### src/rtl/l2_request_arbiter_pkg.sv
// Shared L2 request types: packets, fill data and the restart FIFO entry
// layout used by the request arbiter.
package l2_request_arbiter_pkg;

   localparam int NUM_CORES       = 4;
   localparam int CACHE_LINE_BITS = 64;

   typedef enum logic [2:0] {
      L2REQ_LOAD,
      L2REQ_STORE,
      L2REQ_LOAD_SYNC,
      L2REQ_STORE_SYNC,
      L2REQ_FLUSH,
      L2REQ_IINVALIDATE,
      L2REQ_DINVALIDATE
   } l2req_packet_type_t;

   typedef struct packed {
      l2req_packet_type_t packet_type;
      logic [3:0]         id;
      logic [25:0]        address;
   } l2req_packet_t;

   typedef logic [CACHE_LINE_BITS-1:0] cache_line_data_t;

   typedef struct packed {
      l2req_packet_t    packet;
      cache_line_data_t data;
      logic             collided;
   } restart_fifo_entry_t;

   function automatic int id_width(input int n);
      return (n > 1) ? $clog2(n) : 1;
   endfunction

   localparam int REQUESTER_ID_WIDTH = id_width(NUM_CORES);
   typedef logic [REQUESTER_ID_WIDTH-1:0] requester_id_t;

endpackage

### src/rtl/l2_request_arbiter_fifo.sv
// Synchronous FIFO holding restarted requests; full/empty come straight
// from the registered occupancy count.
module l2_request_arbiter_fifo #(
   parameter int WIDTH = 8,
   parameter int SIZE  = 4
) (
   input  logic             clk,
   input  logic             reset,
   input  logic             push,
   input  logic [WIDTH-1:0] push_data,
   input  logic             pop,
   output logic [WIDTH-1:0] pop_data,
   output logic             full,
   output logic             empty
);

   localparam int AW = $clog2(SIZE);

   logic [WIDTH-1:0] mem [SIZE];
   logic [AW-1:0]    rd_ptr;
   logic [AW-1:0]    wr_ptr;
   logic [AW:0]      count;

   assign full     = (count == (AW+1)'(SIZE));
   assign empty    = (count == '0);
   assign pop_data = mem[rd_ptr];

   always_ff @(posedge clk or negedge reset) begin
      if (!reset) begin
         rd_ptr <= '0;
         wr_ptr <= '0;
         count  <= '0;
      end else begin
         if (push)
            wr_ptr <= wr_ptr + 1'b1;
         if (pop)
            rd_ptr <= rd_ptr + 1'b1;
         unique case ({push, pop})
            2'b10:   count <= count + 1'b1;
            2'b01:   count <= count - 1'b1;
            default: count <= count;
         endcase
      end
   end

   // Storage needs no reset: the pointers alone decide what is valid.
   always_ff @(posedge clk) begin
      if (push)
         mem[wr_ptr] <= push_data;
   end

endmodule

### src/rtl/l2_request_arbiter.sv
// Head of the L2 pipeline: issues restarted requests ahead of new core
// requests, with a burst limit so waiting cores are not starved.
module l2_request_arbiter
   import l2_request_arbiter_pkg::*;
#(
   parameter int NUM_REQUESTERS     = NUM_CORES,
   parameter int RESTART_FIFO_DEPTH = 4,
   parameter int MAX_RESTART_BURST  = 8
) (
   input  logic                                    clk,
   input  logic                                    reset,
   input  logic [NUM_REQUESTERS-1:0]               l2i_request_valid,
   input  l2req_packet_t [NUM_REQUESTERS-1:0]      l2i_request,
   output logic [NUM_REQUESTERS-1:0]               l2_ready,
   input  logic                                    l2bi_request_valid,
   input  l2req_packet_t                           l2bi_request,
   input  cache_line_data_t                        l2bi_data_from_memory,
   input  logic                                    l2bi_collided_miss,
   output logic                                    l2bi_restart_ready,
   input  logic                                    l2bi_stall,
   output logic                                    l2a_request_valid,
   output l2req_packet_t                           l2a_request,
   output cache_line_data_t                        l2a_data_from_memory,
   output logic                                    l2a_l2_fill,
   output logic                                    l2a_restarted_flush,
   output logic [id_width(NUM_REQUESTERS)-1:0]     l2a_requester_id
);

   localparam int ID_W    = id_width(NUM_REQUESTERS);
   localparam int BURST_W = (MAX_RESTART_BURST > 0) ? $clog2(MAX_RESTART_BURST + 1) : 1;
   localparam int ENTRY_W = $bits(restart_fifo_entry_t);

   restart_fifo_entry_t        push_entry;
   restart_fifo_entry_t        head;
   logic [ENTRY_W-1:0]         head_bits;
   logic                       fifo_full;
   logic                       fifo_empty;
   logic                       push;
   logic                       force_core;
   logic                       issue_restart;
   logic                       can_accept_core;
   logic                       core_issue;
   logic [NUM_REQUESTERS-1:0]  grant_oh;
   logic [ID_W-1:0]            grant_idx;
   logic [BURST_W-1:0]         burst_cnt;

   assign push_entry         = '{packet: l2bi_request, data: l2bi_data_from_memory,
                                 collided: l2bi_collided_miss};
   assign l2bi_restart_ready = !fifo_full;
   assign push               = l2bi_request_valid && !fifo_full;
   assign head               = head_bits;

   l2_request_arbiter_fifo #(
      .WIDTH (ENTRY_W),
      .SIZE  (RESTART_FIFO_DEPTH)
   ) restart_fifo (
      .clk       (clk),
      .reset     (reset),
      .push      (push),
      .push_data (push_entry),
      .pop       (issue_restart),
      .pop_data  (head_bits),
      .full      (fifo_full),
      .empty     (fifo_empty)
   );

   generate
      if (MAX_RESTART_BURST == 0) begin : g_no_guard
         assign force_core = 1'b0;
      end else begin : g_guard
         assign force_core = (burst_cnt == BURST_W'(MAX_RESTART_BURST)) && (|l2i_request_valid);
      end
   endgenerate

   assign issue_restart   = !l2bi_stall && !fifo_empty && !force_core;
   assign can_accept_core = !l2bi_stall && (fifo_empty || force_core);
   assign core_issue      = can_accept_core && (|l2i_request_valid);
   assign l2_ready        = can_accept_core ? grant_oh : '0;

   generate
      if (NUM_REQUESTERS == 1) begin : g_single
         assign grant_oh  = l2i_request_valid;
         assign grant_idx = '0;
      end else begin : g_rr
         logic [ID_W-1:0] rr_ptr;
         logic [ID_W-1:0] cand;
         int              j;

         // Walk offsets from farthest to nearest so the requester closest
         // to rr_ptr is the last to overwrite the grant.
         always_comb begin
            grant_oh  = '0;
            grant_idx = '0;
            cand      = '0;
            j         = 0;
            for (int k = NUM_REQUESTERS - 1; k >= 0; k--) begin
               j = int'(rr_ptr) + k;
               if (j >= NUM_REQUESTERS)
                  j = j - NUM_REQUESTERS;
               cand = ID_W'(j);
               if (l2i_request_valid[cand]) begin
                  grant_oh       = '0;
                  grant_oh[cand] = 1'b1;
                  grant_idx      = cand;
               end
            end
         end

         always_ff @(posedge clk or negedge reset) begin
            if (!reset)
               rr_ptr <= '0;
            else if (core_issue)
               rr_ptr <= (grant_idx == ID_W'(NUM_REQUESTERS - 1)) ? '0 : grant_idx + 1'b1;
         end
      end
   endgenerate

   always_ff @(posedge clk or negedge reset) begin
      if (!reset)
         burst_cnt <= '0;
      else if (fifo_empty || core_issue)
         burst_cnt <= '0;
      else if (issue_restart && (MAX_RESTART_BURST != 0)
               && (burst_cnt != BURST_W'(MAX_RESTART_BURST)))
         burst_cnt <= burst_cnt + 1'b1;
   end

   always_ff @(posedge clk or negedge reset) begin
      if (!reset) begin
         l2a_request_valid    <= 1'b0;
         l2a_request          <= '0;
         l2a_data_from_memory <= '0;
         l2a_l2_fill          <= 1'b0;
         l2a_restarted_flush  <= 1'b0;
         l2a_requester_id     <= '0;
      end else begin
         l2a_request_valid <= issue_restart || core_issue;
         if (issue_restart) begin
            l2a_request          <= head.packet;
            l2a_data_from_memory <= head.data;
            l2a_l2_fill          <= !head.collided && (head.packet.packet_type != L2REQ_FLUSH);
            l2a_restarted_flush  <= (head.packet.packet_type == L2REQ_FLUSH);
            l2a_requester_id     <= '0;
         end else if (core_issue) begin
            l2a_request          <= l2i_request[grant_idx];
            l2a_data_from_memory <= '0;
            l2a_l2_fill          <= 1'b0;
            l2a_restarted_flush  <= 1'b0;
            l2a_requester_id     <= grant_idx;
         end
      end
   end

   // The bus interface only restarts fills and flushes, never invalidates.
   restart_push_type_legal: assert property (@(posedge clk) disable iff (!reset)
      push |-> !(l2bi_request.packet_type inside {L2REQ_IINVALIDATE, L2REQ_DINVALIDATE}));

endmodule
### config.mk
export PLATFORM = sky130hd
export DESIGN_NAME = l2_request_arbiter
export DESIGN_NICKNAME = d
export VERILOG_FILES = /design/src/rtl/l2_request_arbiter_pkg.sv /design/src/rtl/l2_request_arbiter_fifo.sv /design/src/rtl/l2_request_arbiter.sv
export SDC_FILE = /design/constraint.sdc
export NUM_CORES = 1
export LEC_CHECK = 0
export CAP_MARGIN = 20
export CORE_MARGIN = 8
export CORE_UTILIZATION = 53
export CTS_CLUSTER_SIZE = 10
export DETAILED_ROUTE_END_ITERATION = 10
export PLACE_DENSITY = 0.8
export SETUP_SLACK_MARGIN = 0.5
export SLEW_MARGIN = 5
export SYNTH_ARGS = -nofsm -noshare
export SYNTH_HDL_FRONTEND = slang
export SYNTH_SLANG_ARGS = --single-unit
### constraint.sdc
create_clock -name clk -period 4.1 [get_ports clk]
set_clock_uncertainty 0.15 [all_clocks]
set_input_delay 0.41 -clock clk [delete_from_list [all_inputs] [get_ports clk]]
set_output_delay 0.41 -clock clk [all_outputs]
set_load 0.01 [all_outputs]
==> out/results.ini <==
[die]
die_w_um = 214
dieArea_sq_um = 45800
num_io_pins = 345
die_h_um = 214
rows = 72
core-area_sq_um = 38600
start_util_pct = 53.8

[sta]
layout_min_cycle_time_ps = 3480
final.setup.tns_ps = 0
whs_ps = 293
fin_crit_sh_pct = 84.8
rsz0062_at_grt = yes
slew_violations = 0
worst_slew_pin_slew_ps = 985
hold_viol_final = 0
slew_headroom_pct = 33.8
setup_slack_ps = 621
setup_viol = 0
fmax_mhz = 287

[critical_path]
path_buf_inv = 2
critPathCaptureType = primary output
cpPeakStageDelay_ps = 570
path_class = flip-flop to primary output
path_cells = inv_1, ha_1, nand3b_1, o21ai_2, or2b_4, or2_2, o22ai_1, clkdlybuf4s50_1
cp.required_ps = 3540
slowest_stage = clkdlybuf4s50_1
path_delay_family = simple AND/OR/NAND/NOR gates
arrival_ps = 2920
crit_path_start_kind = flip-flop
crit_fanout = 5

[place]
placed_cell_area_sq_um = 24700
hpwl_um = 31400
globalplace.congestion = 0.824
port_buffers = 344
post-place-ws_ps = 477

[yosys]
syn_area_per_cell_sq_um = 17.8
synth_top_family_by_area = multiplexers
synth-xor-area-share_pct = 0.295
synth_edf_count = 392
syn_inst = 1165
synth_nets = 1419
yosysTopAreaCellShare_pct = 56.7
async_flop_share_pct = 22.7
synthFlopType = edfxtp_1
yosys-mux-area-fraction_pct = 14.8
synth_compound_area_share_pct = 4.63
yosysSeqAreaShare_pct = 70.5
yosysWarnings = 0
synth_area_sq_um = 20800
synth_area_leaders = edfxtp_1, dfrtp_1, mux4_2, mux2i_1, nand2_1
synth_fa_ha_area_share_pct = 1.00
ys_ff_latch = 507
yosys.area_share.simple_pct = 6.14
synth_cell_type_count = 59
synth_largest_area_cell = edfxtp_1

[clock_network]
htreeDepth = 2
cts_max_path_buffers = 3
numCtsBuffers = 57
cts_sinks = 507
clock_latency_ps = 590
cts_tree = done
cts_root_buf = clkbuf_16
clkTransAtPathRegs_ps = 60

[drt]
detail_route.wl_per_cell_um = 24.3
via_per_inst = 5.77
drt-total-wl_um = 50800
ant_nets = 0
vias = 12100
drt_iter0_drc = 745
dr.pass1.iters = 5
drc = 0

[status]
status = finished, final reports clean

[power_and_ir_drop]
power.density_nw_per_um2 = 722
p_leak_nw = 9.62
peakVddDrop_v = 0.000554

[flow_run]
maxCapViolations = 0

[global_route]
grt_antenna_before_repair = 8
track_usage_pct = 21.9
overflow = 0
grt_pass1_wl_um = 78300
grt_max_degree = 100
grt_pass1_vias = 13200

[min_path]
hold_path_class = input port to flip-flop

[finish]
drive_above_1_share_pct = 17.3
final_area_sq_um = 26500
nNetsFinal = 1780
fin_util_pct = 68.5
layout_commonest_cell = edfxtp_1
area_delta_synth_final_pct = 27.4
layout_common_cells = edfxtp_1, clkdlybuf4s50_1, nand2_1, dfrtp_1, mux4_2

-- cell families after synthesis --
| kind of cell | count (synthesis) |
|---|---|
| flops | 507 |
| simple gates | 272 |
| mux | 182 |
| compound gates | 98 |
| buf+inv | 83 |
| fa+ha+maj | 16 |
| xor+xnor | 7 |
-- metrics by stage --
stage | power [mW] | instances
floorplan | 12.1 | 1165
global placement | 14.4 | 1982
detailed placement | 14.6 | 1982
CTS | 19.3 | 2090
global route | 20.1 | 2094
finish | 19.1 | 2094
-- sequential cells by signal (all words and copies together) (netlist names), 2 cells and up --
| signal | count |
|---|---|
| restart_fifo.count | 3 |
| burst_cnt | 4 |
| l2a_request | 33 |
| restart_fifo.mem | 392 |
| g_rr.rr_ptr | 2 |
| restart_fifo.rd_ptr | 2 |
| l2a_data_from_memory | 64 |
| restart_fifo.wr_ptr | 2 |
| l2a_requester_id | 2 |
-- report_power, final --
group | internal, mW | leakage (nW) | switching (mW) | total, mW
sequential | 6.97 | 5.00 | 0.769 | 7.74
combinational | 3.39 | 3.83 | 3.41 | 6.79
clock | 2.65 | 0.796 | 1.91 | 4.57
total | 13.0 | 9.62 | 6.09 | 19.1
-- cell usage after synthesis (2+ instances only) --
master and number:
clkbuf_1 16, and3_1 32, nand3_1 65, nor2_1 9, a22o_1 7, xnor2_1 4
ha_1 15, mux2i_1 75, buf_2 34, inv_1 10, o21ai_0 4, o221ai_2 20
or3_1 4, a31oi_1 4, nor3_1 3, buf_4 4, mux2_2 6, buf_12 7
inv_2 2, o221ai_1 14, xor2_1 3, nand3b_1 2, a21o_1 3, buf_6 8
buf_1 2, dfrtp_1 115, nor3b_1 2, edfxtp_1 392, a21oi_1 8, nand2_1 144
a21oi_2 23, o22ai_1 4, mux4_2 98
-- layer usage --
metal  track usage [%]  share of wire [%]  vias to the layer above
li1                  -                  -                     5316
met2              36.4                 50                      447
met5                 0              0.091                        -
met3              5.35                6.7                      107
met1              27.8                 40                     6198
met4              7.75                3.0                        8
-- path summary, 6_finish.rpt --
check	start	to	slack, ps	depth (start not counted)
hold / removal	l2bi_request[9]	restart_fifo.mem[1][74]	290	1
hold reg to reg	l2a_data_from_memory[12]	l2a_data_from_memory[12]	340	2
setup / recovery	burst_cnt[0]	l2_ready[0]	620	8
min in group asynchronous	reset	l2a_data_from_memory[1]	300	2
setup reg to reg	g_rr.rr_ptr[1]	l2a_request[1]	1360	9
max in group asynchronous	reset	l2a_data_from_memory[52]	2630	3
-- area by class of cell --
type	count	area [sq um]
repair buffers	373	3780
well taps	518	648
fillers	2460	12200
multi-input cells	575	5640
flip-flops and latches	507	14700
inverters	12	50.0
clock inverters	5	52.6
clock buffers	100	1620
diodes	4	10.0
-- timing repair --
| action | 4_1_cts | 5_1_grt |
|---|---|---|
| resized for setup | 6 | 6 |
| endpoints found under the hold margin | 54 | 0 |
| pin swaps | 1 | 0 |
| hold buffers | 1 | 0 |
| endpoints found under the setup margin | 4 | 3 |
| buffers inserted | 2 | 0 |
(Power assumes the default switching activity.)
